`src/rtl/uart_autobaud.sv`:
```
// Auto-baud detector: times a 0x55 sync character on the synchronized RX line
// and derives the 16-bit baud NCO increment as floor(2^23 / C).
module uart_autobaud #(
  parameter int CntW   = 20,
  parameter int MinCnt = 128
) (
  input  logic            clk_i,
  input  logic            rst_i,
  input  logic            start_i,
  input  logic            abort_i,
  input  logic            rx_i,
  output logic            busy_o,
  output logic            done_o,
  output logic            err_o,
  output logic            nco_we_o,
  output logic [15:0]     nco_o,
  output logic [CntW-1:0] cnt_o
);

  typedef enum logic [2:0] {
    IDLE = 3'd0,
    ARM  = 3'd1,
    MEAS = 3'd2,
    DIV  = 3'd3,
    DONE = 3'd4
  } state_t;

  localparam logic [CntW-1:0] CNT_MAX = {CntW{1'b1}};
  localparam logic [CntW-1:0] MIN_C   = CntW'(MinCnt);
  localparam logic [CntW-1:0] CNT_ONE = CntW'(1);
  localparam logic [CntW-1:0] CNT_ZERO = {CntW{1'b0}};

  state_t          state_r, state_s;
  logic            rx_q_r;
  logic [CntW-1:0] tot_r, tot_s;
  logic [CntW-1:0] int_r, int_s;
  logic [2:0]      edge_r, edge_s;
  logic [CntW-1:0] i1_r, i1_s;
  logic            err_r, err_s;
  logic [CntW-1:0] c_r, c_s;
  logic [CntW-1:0] rem_r, rem_s;
  logic [22:0]     quo_r, quo_s;
  logic [4:0]      step_r, step_s;

  logic            fall_s;
  logic [CntW-1:0] tot_inc_s, int_inc_s, diff_s;
  logic            bad_s;
  logic [CntW:0]   rem_sh_s;
  logic            ge_s;
  logic [23:0]     quo_full_s;

  function automatic logic [15:0] sat16(input logic [23:0] q);
    return (q[23:16] != 8'h00) ? 16'hFFFF : q[15:0];
  endfunction

  // Counter values "as of this cycle", interval check and one divider step
  always_comb begin
    fall_s     = rx_q_r & ~rx_i;
    tot_inc_s  = tot_r + CNT_ONE;
    int_inc_s  = int_r + CNT_ONE;
    diff_s     = (int_inc_s >= i1_r) ? (int_inc_s - i1_r) : (i1_r - int_inc_s);
    bad_s      = (diff_s > (i1_r >> 3));
    rem_sh_s   = {rem_r, (step_r == 5'd0)};
    ge_s       = (rem_sh_s >= {1'b0, c_r});
    quo_full_s = {quo_r, ge_s};
  end

  // Next-state and datapath update
  always_comb begin
    state_s = state_r;
    tot_s   = tot_r;
    int_s   = int_r;
    edge_s  = edge_r;
    i1_s    = i1_r;
    err_s   = err_r;
    c_s     = c_r;
    rem_s   = rem_r;
    quo_s   = quo_r;
    step_s  = step_r;
    case (state_r)
      IDLE: begin
        if (start_i) state_s = ARM;
        else         state_s = IDLE;
      end
      ARM: begin
        if (fall_s) begin
          tot_s   = CNT_ZERO;
          int_s   = CNT_ZERO;
          edge_s  = 3'd1;
          err_s   = 1'b0;
          state_s = MEAS;
        end else begin
          state_s = ARM;
        end
      end
      MEAS: begin
        tot_s = tot_inc_s;
        int_s = int_inc_s;
        // Saturation wins over an edge landing on the same cycle
        if (tot_inc_s == CNT_MAX) begin
          err_s   = 1'b1;
          c_s     = CNT_MAX;
          state_s = DONE;
        end else if (fall_s) begin
          edge_s = edge_r + 3'd1;
          int_s  = CNT_ZERO;
          if (edge_r == 3'd1) i1_s  = int_inc_s;
          else                err_s = err_r | bad_s;
          if (edge_r == 3'd4) begin
            c_s     = tot_inc_s;
            err_s   = err_s | (tot_inc_s < MIN_C);
            rem_s   = CNT_ZERO;
            quo_s   = 23'd0;
            step_s  = 5'd0;
            state_s = DIV;
          end else begin
            state_s = MEAS;
          end
        end else begin
          state_s = MEAS;
        end
      end
      DIV: begin
        rem_s  = ge_s ? (rem_sh_s[CntW-1:0] - c_r) : rem_sh_s[CntW-1:0];
        quo_s  = quo_full_s[22:0];
        step_s = step_r + 5'd1;
        if (step_r == 5'd23) state_s = DONE;
        else                 state_s = DIV;
      end
      DONE:    state_s = IDLE;
      default: state_s = IDLE;
    endcase
    if (abort_i) state_s = IDLE;
    else         state_s = state_s;
  end

  // State, datapath and registered outputs
  always_ff @(posedge clk_i or posedge rst_i) begin
    if (rst_i) begin
      state_r  <= IDLE;
      rx_q_r   <= 1'b1;
      tot_r    <= CNT_ZERO;
      int_r    <= CNT_ZERO;
      edge_r   <= 3'd0;
      i1_r     <= CNT_ZERO;
      err_r    <= 1'b0;
      c_r      <= CNT_ZERO;
      rem_r    <= CNT_ZERO;
      quo_r    <= 23'd0;
      step_r   <= 5'd0;
      busy_o   <= 1'b0;
      done_o   <= 1'b0;
      err_o    <= 1'b0;
      nco_we_o <= 1'b0;
      nco_o    <= 16'h0000;
      cnt_o    <= CNT_ZERO;
    end else begin
      state_r  <= state_s;
      rx_q_r   <= rx_i;
      tot_r    <= tot_s;
      int_r    <= int_s;
      edge_r   <= edge_s;
      i1_r     <= i1_s;
      err_r    <= err_s;
      c_r      <= c_s;
      rem_r    <= rem_s;
      quo_r    <= quo_s;
      step_r   <= step_s;
      busy_o   <= (state_s != IDLE);
      done_o   <= (state_s == DONE);
      err_o    <= (state_s == DONE) & err_s;
      nco_we_o <= (state_s == DONE) & ~err_s;
      if (state_s == DONE) cnt_o <= c_s;
      else                 cnt_o <= cnt_o;
      // Divide is on its last step when DONE is entered without error
      if ((state_s == DONE) && !err_s) nco_o <= sat16(quo_full_s);
      else                             nco_o <= nco_o;
    end
  end

endmodule

```
`config.mk`:
```
export PLATFORM = sky130hd
export DESIGN_NAME = uart_autobaud
export DESIGN_NICKNAME = d
export VERILOG_FILES = /design/src/rtl/uart_autobaud.sv
export SDC_FILE = /design/constraint.sdc
export NUM_CORES = 1
export LEC_CHECK = 0
export CAP_MARGIN = 20
export CORE_MARGIN = 3
export CORE_UTILIZATION = 40
export DETAILED_ROUTE_END_ITERATION = 8
export PLACE_DENSITY = 0.65
export SLEW_MARGIN = 20
export SYNTH_ARGS = -nofsm -noshare
export SYNTH_HDL_FRONTEND = slang
export SYNTH_SLANG_ARGS = --single-unit
```
`constraint.sdc`:
```
create_clock -name clk_i -period 12.5 [get_ports clk_i]
set_input_delay 3.75 -clock clk_i [delete_from_list [all_inputs] [get_ports clk_i]]
set_output_delay 3.75 -clock clk_i [all_outputs]
set_load 0.1 [all_outputs]
```
# [Word level (Yosys, flattened, before mapping)]
# Cells that the tools add are included.
[totals] reg_bits=176 latchBits=0 ramBits=0 romBits=0 input_bits=5 out_inout_bits=40 wordCells=105 mem_count=0
[classes] add_sub_neg=7 multipliers=0 div_mod_pow=0 n_lt_le_gt_ge=4 eq_ne=12 shifts=0 mux=45 bitwise=8 reduce_logical=12
[op_table] operator="$mux W20" count=12
[op_table] operator="$pmux W20 S2" count=3
[op_table] operator="$mux W23" count=3
[op_table] operator="$sub A20 B20 Y20" count=3
[op_table] operator="$pmux W23 S2" count=1
[op_table] operator="$add A20 B1 Y20 const B" count=2
[op_table] operator="$ge A21 B20 Y1" count=1
[op_table] operator="$mux W3" count=7
[op_table] operator="$eq A20 B20 Y1 const B" count=1
[op_table] operator="$ge A20 B20 Y1" count=1
[op_table] operator="$gt A20 B17 Y1" count=1
[op_table] operator="$lt A20 B8 Y1 const B" count=1
[op_table] operator="$mux W16" count=1
[op_table] operator="$mux W5" count=3
[op_table] operator="$pmux W3 S4" count=1
[op_table] operator="$reduce_and A4 Y1" count=3
[op_table] operator="$mux W1" count=10
[op_table] operator="$pmux W5 S2" count=1
[op_table] operator="$ne A2 B2 Y1 const B" count=4
[op_table] operator="$reduce_bool A8 Y1" count=1
[op_table] operator="$eq A3 B1 Y1 const B" count=2
[op_table] operator="$eq A3 B2 Y1 const B" count=2
[op_table] operator="$eq A3 B3 Y1 const B" count=2
[op_table] operator="$pmux W3 S2" count=1
[op_table] operator="15 further kinds" count=21

# [Depth between registers and ports, before layout]
[logic_depth] word_depth=16 ltp_mapped=31 ltp_nobuf=30

# [Least setup slack after synthesis]
# OpenSTA, ideal clock, no wires.
[synth_timing] path_kind="register to register" from="reg int_r[0]" to="reg err_o" setup_ns=0.119 arrival_ns=6.206 slack_ns=6.175 path_stages_with_launch=28 n_path_buf=3 cell_sequence="dfrtp_1 -> ha_1 -> and3_1 -> nand3_1 -> nor2_1 -> and3_1 -> and3_1 -> and3_1 -> xnor2_1 -> inv_1 -> ha_1 -> clkbuf_1 -> nand4_1 -> o21a_1 -> o21ai_0 -> clkbuf_1 -> clkbuf_1 -> mux2i_1 -> o21ai_0 -> xor2_1 -> ha_1 -> nand4_1 -> a21oi_1 -> a2111oi_0 -> a21oi_1 -> or4_1 -> a31o_2 -> and2_1"
[synth_between] elab_chain_cells=15
[synth_lines] element="start, declared" line="36" rtl="logic [CntW-1:0] int_r, int_s;"
[synth_lines] element="start signal, assigned" line="161" rtl="int_r <= int_s;"
[synth_lines] element="$add A20 B1 Y20 (*)" line="60" rtl="int_inc_s = int_r + CNT_ONE;"
[synth_lines] element="net int_inc_s[16]" line="46" rtl="logic [CntW-1:0] tot_inc_s, int_inc_s, diff_s;"
[synth_lines] element="$sub A20 B20 Y20 or $ge A20 B20 Y1 (tied branches)" line="61" rtl="diff_s = (int_inc_s >= i1_r) ? (int_inc_s - i1_r) : (i1_r - int_inc_s);"
[synth_lines] element="$mux W20 (*)" line="61"
[synth_lines] element="$gt A20 B17 Y1 (*)" line="62" rtl="bad_s = (diff_s > (i1_r >> 3));"
[synth_lines] element="$or A1 B1 Y1 (*)" line="108" rtl="else err_s = err_r | bad_s;"
[synth_lines] element="$mux W1 (*)" line="107" rtl="if (edge_r == 3'd1) i1_s = int_inc_s;"
[synth_lines] element="$mux W1 (*)" line="104" rtl="end else if (fall_s) begin"
[synth_lines] element="$mux W1 (*)" line="100" rtl="if (tot_inc_s == CNT_MAX) begin"
[synth_lines] element="$mux W1 (*)" line="80" rtl="case (state_r)"
[synth_lines] element="$or A1 B1 Y1" line="111" rtl="err_s = err_s | (tot_inc_s < MIN_C);"
[synth_lines] element="$mux W1 (*)" line="109" rtl="if (edge_r == 3'd4) begin"
[synth_lines] element="$mux W1 (*)" line="104"
[synth_lines] element="$mux W1 (*)" line="100"
[synth_lines] element="$pmux W1 S2 (*)" line="80"
[synth_lines] element="net err_s" line="39" rtl="logic err_r, err_s;"
[synth_lines] element="$and A1 B1 Y1 (*)" line="171" rtl="err_o <= (state_s == DONE) & err_s;"
[synth_lines] element="end signal, assigned" line="171"
[synth_lines] element="end, declared" line="14" rtl="output logic err_o,"
# Mark *: on every way through the listed nets, which the timed path passes. The rest lies on a longest branch. The select of a mux whose other input is x is not followed.
# A chain may end at the register's enable or synchronous reset.

# [Final worst setup path]
# Same ends and word-level chain as after synthesis.

==> flow_summary.yaml <==
yosys:
  syn_area_per_cell_um2: 8.62
  async_flop_share_pct: 100
  yosysWarnings: 0
  synthCells: 1318
  yosysUniqueCellTypes: 68
  syn-num-nets: 1410
  synth_area_um2: 11400
  synth_seq_cells: 176
  synth.yosys.seq_area_share_pct: 38.8
  synth_edf_count: 0
  synthFlopType: "dfrtp_1"
clock_network:
  cts.sinks: 176
  ctsResizeCount: 0
  cts_tree: "done"
  cts-htree-levels: 4
  cts_hold_buf: 0
  worstSkewPairLatency_ns: 0.44
  cts_made_buffers: 17
  clk_pin_slew_worst_paths_ns: 0.08
  clockBufferDepth: 2
  cts_setup_buffers: 0
  root_buffer: "clkbuf_16"
setup_path:
  cp-start-kind: "flip-flop"
  reg2reg_slack_ns: 5.40
  cp_common_cell: "and3_1"
  cp.required_ns: 12.81
  cp_max_fo: 20
  r2r_start: "int_r[0]"
  crit_path_end: "err_o"
  critPathCaptureType: "flip-flop"
  cpMaxStageDelayCell: "or4_1"
  arrival_ns: 7.41
  slowest_delay_ns: 0.60
  startpoint: "int_r[0]"
  reg2reg_depth: 29
  r2r_end: "err_o"
  crit_type: "reg -> reg"
pwr:
  ir_worst_vdd_uv: 87.6
  powerDensity_nw_per_um2: 164
  finalPower_mw: 2.08
  p_leak_nw: 5.85
timing:
  rsz0062_at_grt: "no"
  post-route-period-util_pct: 56.8
  tightest_slew_ns: 0.989
  setup_violations: 0
  hold_violations: 0
  period_minus_slack_ns: 7.10
  fin_tns_setup_ns: 0
  clock-skew-final_ns: 0.0220
  finalMaxSlewViolations: 0
  slew_headroom_pct: 33.2
  clock.fmax_mhz: 141
final_layout:
  fillers: 2699
  multi_input_area_um2: 6340
  final_nets: 1416
  final_area_um2: 12700
  seqCellArea_um2: 4410
  final_cell_mix: "175 x dfrtp_1, 139 x o21ai_0, 133 x nand2_1"
  final_util_pct: 45.6
  final_layout_size_suffix_gt1_share_pct: 4.86
  final_common_cell: "dfrtp_1"
  area_growth_pct: 11.8
placed_design:
  dpl-instance-area_um2: 12100
  io_buffers: 44
  place.gp.congestion: 0.958
  dp_hpwl_mm: 19.9
routing:
  first_pass_iters: 5
  drt-total-wl_mm: 27.4
  viasPerCell: 5.48
  vias: 9396
  ant_nets: 0
  drc_errors: 0
  post_drt_wl_per_cell_um: 15.9
  drtIter0Drc: 726
global_routing:
  antenna_found_initial: 1
  grt_pass1_vias: 9020
  grt_pass1_wl_mm: 46.1
  overflow: 0
  grt_max_degree: 113
  track_usage_pct: 18.2
hold_path:
  min_from: "cnt_o[18]"
  hp-class: "reg -> reg"
die:
  core_um2: 27900
  die-width_um: 175
  initial_core_util_pct: 40.8
  die_height_um: 175
  io_pins: 45
  rows: 61
  fp.dieArea_um2: 30500
flow_run:
  maxCapViolations: 0
run_status:
  outcome: "finished, final reports clean"
## metal layers
metal  part of all wire, %  global-route usage (%)
met1                    49                    26.4
met2                    45                    28.1
met3                   3.8                    2.49
met4                   2.3                    6.12
met5                     0                       0
## Yosys cell counts, drive strengths merged (28+ instances only)
library cell  number  area (um2)
a21oi             95         475
a22o              28         245
clkbuf            59         221
dfrtp            175        4380
ha                84        1050
inv               97         364
mux2i             30         300
nand2            133         499
nand3             34         180
nor2             113         424
o21ai            141         706
xnor2             50         438
xor2              28         245
## stage by stage
| step | hold slack [ns] | cells | worst slack, ns |
|---|---|---|---|
| 2_1_floorplan | 0.468 | 1318 | 3.98 |
| 3_3_place_gp | 0.465 | 1683 | 5.49 |
| 3_5_place_dp | 0.475 | 1683 | 5.41 |
| 4_1_cts | 0.491 | 1715 | 5.55 |
| 5_1_grt | 0.519 | 1716 | 5.06 |
| 6_report | 0.485 | 1716 | 5.40 |
## worst min path at each step
stage | to | slack [ns] | cells after the start
global route | cnt_o[10] | 0.52 | 2
global placement | cnt_o[10] | 0.46 | 2
detailed placement | cnt_o[18] | 0.48 | 2
floorplan | quo_r[22] | 0.47 | 1
CTS | cnt_o[18] | 0.49 | 2
finish | cnt_o[18] | 0.48 | 2
## area by class of cell
class / instances / area share, %
Tap cell: 378 / 3.72
Sequential cell: 176 / 34.7
Multi-Input combinational cell: 977 / 50.0
Antenna cell: 1 / 0.0197
Timing Repair Buffer: 55 / 4.12
Inverter: 97 / 2.93
Clock inverter: 11 / 1.01
Clock buffer: 21 / 3.55
## logic make-up (layout without fill, tap and decap cells)
| kind of cell | Yosys count | count (layout) | share of synthesized area (%) |
|---|---|---|---|
| xor+xnor | 78 | 78 | 6.02 |
| buf+inv | 165 | 184 | 5.67 |
| other cells | 0 | 1 | 0 |
| mux | 34 | 34 | 3.04 |
| simple gates | 412 | 412 | 17.2 |
| flops | 176 | 176 | 38.8 |
| compound gates | 366 | 366 | 19.5 |
| fa+ha+maj | 87 | 87 | 9.78 |
## where the power goes
| part | switching, mW | internal, mW |
|---|---|---|
| Sequential | 0.0707 | 0.629 |
| Combinational | 0.475 | 0.367 |
| Clock | 0.232 | 0.302 |
## registers in the layout, summed over array words and instances (netlist names)
| signal | count |
|---|---|
| step_r | 5 |
| err_r | 1 |
| done_o | 1 |
| int_r | 20 |
| rem_r | 20 |
| tot_r | 20 |
| busy_o | 1 |
| nco_we_o | 1 |
| nco_o | 16 |
| quo_r | 23 |
| err_o | 1 |
| rx_q_r | 1 |
| state_r | 3 |
| i1_r | 20 |
| c_r | 20 |
| cnt_o | 20 |
| edge_r | 3 |
## worst max-delay path: cells and delay by family (launching register included)
family,cells,cell delay (ns)
mux,1,0.19
buf+inv,3,0.48
fa+ha+maj,3,0.81
simple gates,10,2.52
flops,1,0.47
xor+xnor,2,0.41
compound gates,10,2.12
No activity file was read; power rests on OpenSTA's default activity.
